[config.mk]
export PLATFORM = sky130hd
export DESIGN_NAME = mul_div_unit_flat
export DESIGN_NICKNAME = d
export VERILOG_FILES = /design/src/rtl/mul_div_unit_if.sv /design/src/rtl/mul_div_unit.sv /design/src/flat_wrapper.sv
export SDC_FILE = /design/constraint.sdc
export NUM_CORES = 1
export LEC_CHECK = 0
export ABC_AREA = 1
export CAP_MARGIN = 20
export CORE_UTILIZATION = 55
export CTS_BUF_LIST = sky130_fd_sc_hd__clkbuf_8
export DETAILED_ROUTE_END_ITERATION = 10
export PLACE_DENSITY = 0.87
export SYNTH_ARGS = -nofsm -noshare
export SYNTH_HDL_FRONTEND = slang
export SYNTH_SLANG_ARGS = --single-unit
[constraint.sdc]
create_clock -name clk -period 3.2 [get_ports clk]
set_clock_uncertainty 0.1 [all_clocks]
set_input_delay 0.48 -clock clk [delete_from_list [all_inputs] [get_ports clk]]
set_output_delay 0.48 -clock clk [all_outputs]
set_load 0.05 [all_outputs]
[src/rtl/mul_div_unit_if.sv]
// Execute-stage bus between the pipeline and the iterative mul/div unit.
interface mul_div_unit_if #(parameter int WIDTH = 32);
  logic             start;
  logic [2:0]       op;
  logic             flush;
  logic [WIDTH-1:0] operand_a;
  logic [WIDTH-1:0] operand_b;
  logic [WIDTH-1:0] hi;
  logic [WIDTH-1:0] lo;
  logic             busy;
  logic             done;

  modport master (output start, op, flush, operand_a, operand_b,
                  input  hi, lo, busy, done);
  modport slave  (input  start, op, flush, operand_a, operand_b,
                  output hi, lo, busy, done);
endinterface

[src/rtl/mul_div_unit.sv]
// Radix-2 iterative MULT/MULTU/DIV/DIVU unit owning HI/LO, plus MTHI/MTLO.
// Define MUL_DIV_FAST_MULT_EN to compute multiplies with a one-shot product.
module mul_div_unit #(
  parameter int WIDTH = 32
) (
  input  logic           clk,
  input  logic           reset,
  mul_div_unit_if.slave  bus
);
  localparam int CW = $clog2(WIDTH);
  localparam logic [2:0] OP_MTHI = 3'b100;
  localparam logic [2:0] OP_MTLO = 3'b101;

  typedef enum logic [1:0] {IDLE, CALC, FIX} state_t;
  state_t state, state_nxt;

  logic [CW-1:0]    cnt;
  logic [WIDTH-1:0] mcand, acc_hi, acc_lo, hi_q, lo_q;
  logic             is_mul, neg_lo, neg_hi, done_q;
  logic             busy, fix_write, fast_stage;

  // Decode of the request presented in IDLE
  logic             accept, req_md, req_mul, sa, sb;
  logic [WIDTH-1:0] a_mag, b_mag;
  assign accept  = (state == IDLE) && bus.start && !bus.flush;
  assign req_md  = !bus.op[2];
  assign req_mul = (bus.op[2:1] == 2'b00);
  assign sa      = !bus.op[0] && bus.operand_a[WIDTH-1];
  assign sb      = !bus.op[0] && bus.operand_b[WIDTH-1];
  assign a_mag   = sa ? -bus.operand_a : bus.operand_a;
  assign b_mag   = sb ? -bus.operand_b : bus.operand_b;

  // One iteration: acc_hi is the running high product / partial remainder,
  // acc_lo is the multiplier being shifted out / the quotient being shifted in.
  logic [WIDTH:0] add_sum, shifted, diff;
  assign add_sum = {1'b0, acc_hi} + (acc_lo[0] ? {1'b0, mcand} : '0);
  assign shifted = {acc_hi, acc_lo[WIDTH-1]};
  assign diff    = shifted - {1'b0, mcand};

  logic [2*WIDTH-1:0] prod;
  logic [WIDTH-1:0]   res_hi, res_lo;
  assign prod   = neg_lo ? -{acc_hi, acc_lo} : {acc_hi, acc_lo};
  assign res_hi = is_mul ? prod[2*WIDTH-1:WIDTH] : (neg_hi ? -acc_hi : acc_hi);
  assign res_lo = is_mul ? prod[WIDTH-1:0]       : (neg_lo ? -acc_lo : acc_lo);

  always_ff @(posedge clk) begin
    if (!reset) state <= IDLE;
    else        state <= state_nxt;
  end

  always_comb begin
    state_nxt = state;
    case (state)
      IDLE: if (accept && req_md) begin
`ifdef MUL_DIV_FAST_MULT_EN
        state_nxt = req_mul ? FIX : CALC;
`else
        state_nxt = CALC;
`endif
      end
      CALC: if (bus.flush)                     state_nxt = IDLE;
            else if (cnt == CW'(WIDTH - 1))    state_nxt = FIX;
      FIX:  state_nxt = (fast_stage) ? FIX : IDLE;
      default: state_nxt = IDLE;
    endcase
  end

  always_comb begin
    busy       = (state != IDLE);
`ifdef MUL_DIV_FAST_MULT_EN
    // Fast multiply spends its first FIX cycle registering the raw product
    fast_stage = (state == FIX) && !bus.flush && is_mul && (cnt == '0);
`else
    fast_stage = 1'b0;
`endif
    fix_write  = (state == FIX) && !bus.flush && !fast_stage;
  end

  always_ff @(posedge clk) begin
    if (!reset) begin
      cnt    <= '0;
      mcand  <= '0;
      acc_hi <= '0;
      acc_lo <= '0;
      hi_q   <= '0;
      lo_q   <= '0;
      is_mul <= 1'b0;
      neg_lo <= 1'b0;
      neg_hi <= 1'b0;
      done_q <= 1'b0;
    end else begin
      done_q <= fix_write;
      if (accept) begin
        if (bus.op == OP_MTHI) hi_q <= bus.operand_a;
        if (bus.op == OP_MTLO) lo_q <= bus.operand_a;
        if (req_md) begin
          cnt    <= '0;
          mcand  <= req_mul ? a_mag : b_mag;
          acc_hi <= '0;
          acc_lo <= req_mul ? b_mag : a_mag;
          is_mul <= req_mul;
          // Divide by zero keeps the all-ones quotient unsigned; the remainder
          // path rebuilds operand_a from its magnitude and sign.
          neg_lo <= (sa ^ sb) && (req_mul || (bus.operand_b != '0));
          neg_hi <= sa;
        end
      end
      if (state == CALC && !bus.flush) begin
        cnt <= cnt + 1'b1;
        if (is_mul)        {acc_hi, acc_lo} <= {add_sum, acc_lo[WIDTH-1:1]};
        else if (!diff[WIDTH]) begin
          acc_hi <= diff[WIDTH-1:0];
          acc_lo <= {acc_lo[WIDTH-2:0], 1'b1};
        end else begin
          acc_hi <= shifted[WIDTH-1:0];
          acc_lo <= {acc_lo[WIDTH-2:0], 1'b0};
        end
      end
`ifdef MUL_DIV_FAST_MULT_EN
      if (fast_stage) begin
        {acc_hi, acc_lo} <= {{WIDTH{1'b0}}, mcand} * {{WIDTH{1'b0}}, acc_lo};
        cnt              <= CW'(1);
      end
`endif
      if (fix_write) begin
        hi_q <= res_hi;
        lo_q <= res_lo;
      end
    end
  end

  assign bus.hi   = hi_q;
  assign bus.lo   = lo_q;
  assign bus.busy = busy;
  assign bus.done = done_q;
endmodule

[src/flat_wrapper.sv]
// flat-port wrapper written by rule: the top's interface ports become plain ports
module mul_div_unit_flat 
#(
  parameter int WIDTH = 32
)
  (clk, reset, bus_start, bus_op, bus_flush, bus_operand_a, bus_operand_b, bus_hi, bus_lo, bus_busy, bus_done);
  mul_div_unit_if #(.WIDTH(WIDTH)) bus_i ();
  input  logic clk;
  input  logic reset;
  input wire logic [$bits(bus_i.start)-1:0] bus_start;
  input wire logic [$bits(bus_i.op)-1:0] bus_op;
  input wire logic [$bits(bus_i.flush)-1:0] bus_flush;
  input wire logic [$bits(bus_i.operand_a)-1:0] bus_operand_a;
  input wire logic [$bits(bus_i.operand_b)-1:0] bus_operand_b;
  output wire logic [$bits(bus_i.hi)-1:0] bus_hi;
  output wire logic [$bits(bus_i.lo)-1:0] bus_lo;
  output wire logic [$bits(bus_i.busy)-1:0] bus_busy;
  output wire logic [$bits(bus_i.done)-1:0] bus_done;
  assign bus_i.start = bus_start;
  assign bus_i.op = bus_op;
  assign bus_i.flush = bus_flush;
  assign bus_i.operand_a = bus_operand_a;
  assign bus_i.operand_b = bus_operand_b;
  assign bus_hi = bus_i.hi;
  assign bus_lo = bus_i.lo;
  assign bus_busy = bus_i.busy;
  assign bus_done = bus_i.done;
  mul_div_unit #(.WIDTH(WIDTH)) u_core (.clk(clk), .reset(reset), .bus(bus_i));
endmodule
==> results.toml <==
[synthesis]
yosys_warnings = 0
synth_edf_count = 0
ys_types = 56
synth_ff_type = "dfxtp_1"
yosysTopAreaCell = "nand2_1"
synth_area_leaders = "nand2_1, dfxtp_1, inv_1, nand3_1, o21ai_0"
synthMostInstantiatedCell = "nand2_1"
async_flop_share = 0
ys_seq_area_frac = 0.194
synth_nets = 3332
avgSynthCellArea_sq_um = 5.54
syn_area_sq_mm = 0.0177
synthCells = 3189
synth_common_cells = "nand2_1, inv_1, nand3_1"
synth_top_area_share = 0.212
synth_seq_cells = 171

[timing]
max_freq_ghz = 0.340
rsz0062_at_grt = "no"
hold_violations = 0
finalSetupViolations = 0
worstMarginPinSlew_ps = 931
setup_tns_ps = 0
slew_violations = 0
max_slew_margin = 0.379
period_share = 0.920
fin_crit_ps = 2950
whs_ps = 375

[clock_tree]
clockBufferDepth = 2
h-tree-depth = 4
cts.sink_count = 171
cts_resized = 0
post_cts_buffers = 0
cts_buffers = 17
tritoncts = "done"
cts_hold_buf = 0
cts-root-buf = "clkbuf_8"
insertion_delay_ps = 520
path_clk_slew_ps = 110

[run]
drv_cap = 0

[die]
ioPinCount = 137
die_w_um = 181
coreArea_sq_mm = 0.0316
start_util = 0.560
rows = 65
die-area_sq_mm = 0.0328
dieHeight_um = 181

[detailed_routing]
drt_iter0_markers = 3738
wl_per_cell_um = 21.0
drtPass1Iterations = 7
drtAntennaViolNets = 0
viasPerCell = 6.10
drc_errors = 0
vias = 22700
wl_um = 78000

[grt]
grt_pass1_vias = 20600
gr-usage-all-layers = 0.467
grt_max_degree = 103
antenna_found_initial = 1
grt_pass1_wl_um = 118000
overflow = 0

[pwr]
powerDensity_mw_per_mm2 = 326
leakage_nw = 9.87
irDropWorstVdd_v = 0.000382

[worst_hold_path]
hold_class = "register to register"

[final_layout]
fin_util = 0.637
num_antenna_cells = 0
nets = 3445
n_fill_cell = 3197
area_growth_pct = 13.8
drive_above_1_share = 0.0552

[critical_path]
cp-start-kind = "register"
cp.required_ps = 3540
cp-end-kind = "register"
path_class = "register to register"
crit_arrival_ps = 3290
path_max_fanout = 32

[status]
outcome = "finished clean"

[placement]
port_buffers = 136
hpwlAfterDp_um = 62100
place.gp.congestion = 1.12
[flip-flops by register name, summed over array words and instances, names as in the netlist]
signal,cells
u_core.mcand,32
u_core.state,2
u_core.neg_hi,1
u_core.is_mul,1
u_core.bus.hi,32
u_core.cnt,5
u_core.bus.done,1
u_core.neg_lo,1
u_core.acc_hi,32
u_core.bus.lo,32
u_core.acc_lo,32
[critical path, cell delays in order, from the launching register on]
cell and delay, ps:
dfxtp_1 450, inv_1 120, ha_1 390, nand2_1 140
nor2_1 240, nand2_1 140, nor2_1 160, nand2_2 100
nand2_2 90, nand2_4 70, nand2_4 330, nand3_1 200
nand3_1 140, nand2_1 60, a21oi_1 140
[final timing paths]
check | startpoint | endpoint | slack (ps) | depth (start not counted)
setup / recovery | u_core.mcand[25] | u_core.acc_hi[30] | 250 | 14
hold / removal | u_core.bus.lo[0] | u_core.bus.lo[0] | 370 | 2
setup reg to reg | u_core.mcand[25] | u_core.acc_hi[30] | 250 | 14
hold reg to reg | u_core.bus.lo[0] | u_core.bus.lo[0] | 370 | 2
[routing by layer]
layer / vias to the layer above / routed length, um / global-route usage / part of all wire
met2: 1642 / 32400 / 0.706 / 0.41
met5: - / 0 / 0 / 0
met4: 0 / 4360 / 0.224 / 0.056
met3: 276 / 10600 / 0.107 / 0.14
li1: 10500 / - / - / -
met1: 10300 / 30700 / 0.625 / 0.39
[logic make-up (layout without fill, tap and decap cells)]
logic type / Yosys count / after routing / synth area share
adders and majority gates: 72 / 72 / 0.0519
buffers and inverters: 596 / 721 / 0.130
xor gates and xnor gates: 87 / 87 / 0.0431
and+or+nand+nor: 1704 / 1704 / 0.408
AOI/OAI and AO/OA: 559 / 559 / 0.173
DFF: 171 / 171 / 0.194
[final cells by class]
type	count	area, sq um	area share
multi-input combinational	2422	12000	0.595
sequential	171	3420	0.170
timing repair buffer	216	2040	0.102
inverter	474	1780	0.0885
tap	402	503	0.0250
clock buffer	18	248	0.0123
clock inverter	13	140	0.00697
[placed cells by master (no fill, tap or decap), types with 5 or more instances in the layout]
cell type	instances
o221ai_1	11
buf_12	7
o21ai_1	29
nand2_2	7
o21bai_1	8
or2_2	8
xnor2_1	19
nand2_1	998
nor2_1	247
clkdlybuf4s50_1	135
a22oi_1	6
inv_1	458
a21oi_1	210
nor3_1	38
xor2_1	68
o211ai_1	17
nand3b_1	12
nand3_1	302
dfxtp_1	170
o21ai_2	6
nand3_2	12
inv_2	14
nand4_1	45
a31oi_1	21
nor2_2	11
o21ai_0	220
a211oi_1	5
buf_4	73
clkbuf_8	18
and2_1	6
ha_1	70
[where the power goes]
| group | internal, mW | switching (mW) | total, mW |
|---|---|---|---|
| Sequential | 2.19 | 0.0869 | 2.27 |
| Clock | 0.716 | 0.955 | 1.67 |
| Combinational | 0.792 | 1.82 | 2.61 |
| Total | 3.70 | 2.86 | 6.55 |
[stage by stage]
| step | instance area (sq um) | setup WS (ps) | std cells | power (mW) |
|---|---|---|---|---|
| floorplan | 17700 | 610 | 3189 | 4.00 |
| global placement | 19700 | 252 | 3685 | 4.76 |
| detailed placement | 19700 | 162 | 3685 | 4.80 |
| CTS | 20100 | 367 | 3716 | 6.41 |
| global route | 20100 | 92.9 | 3716 | 6.80 |
| finish | 20100 | 255 | 3716 | 6.55 |
Note: power is estimated with default switching activity, not from simulation.
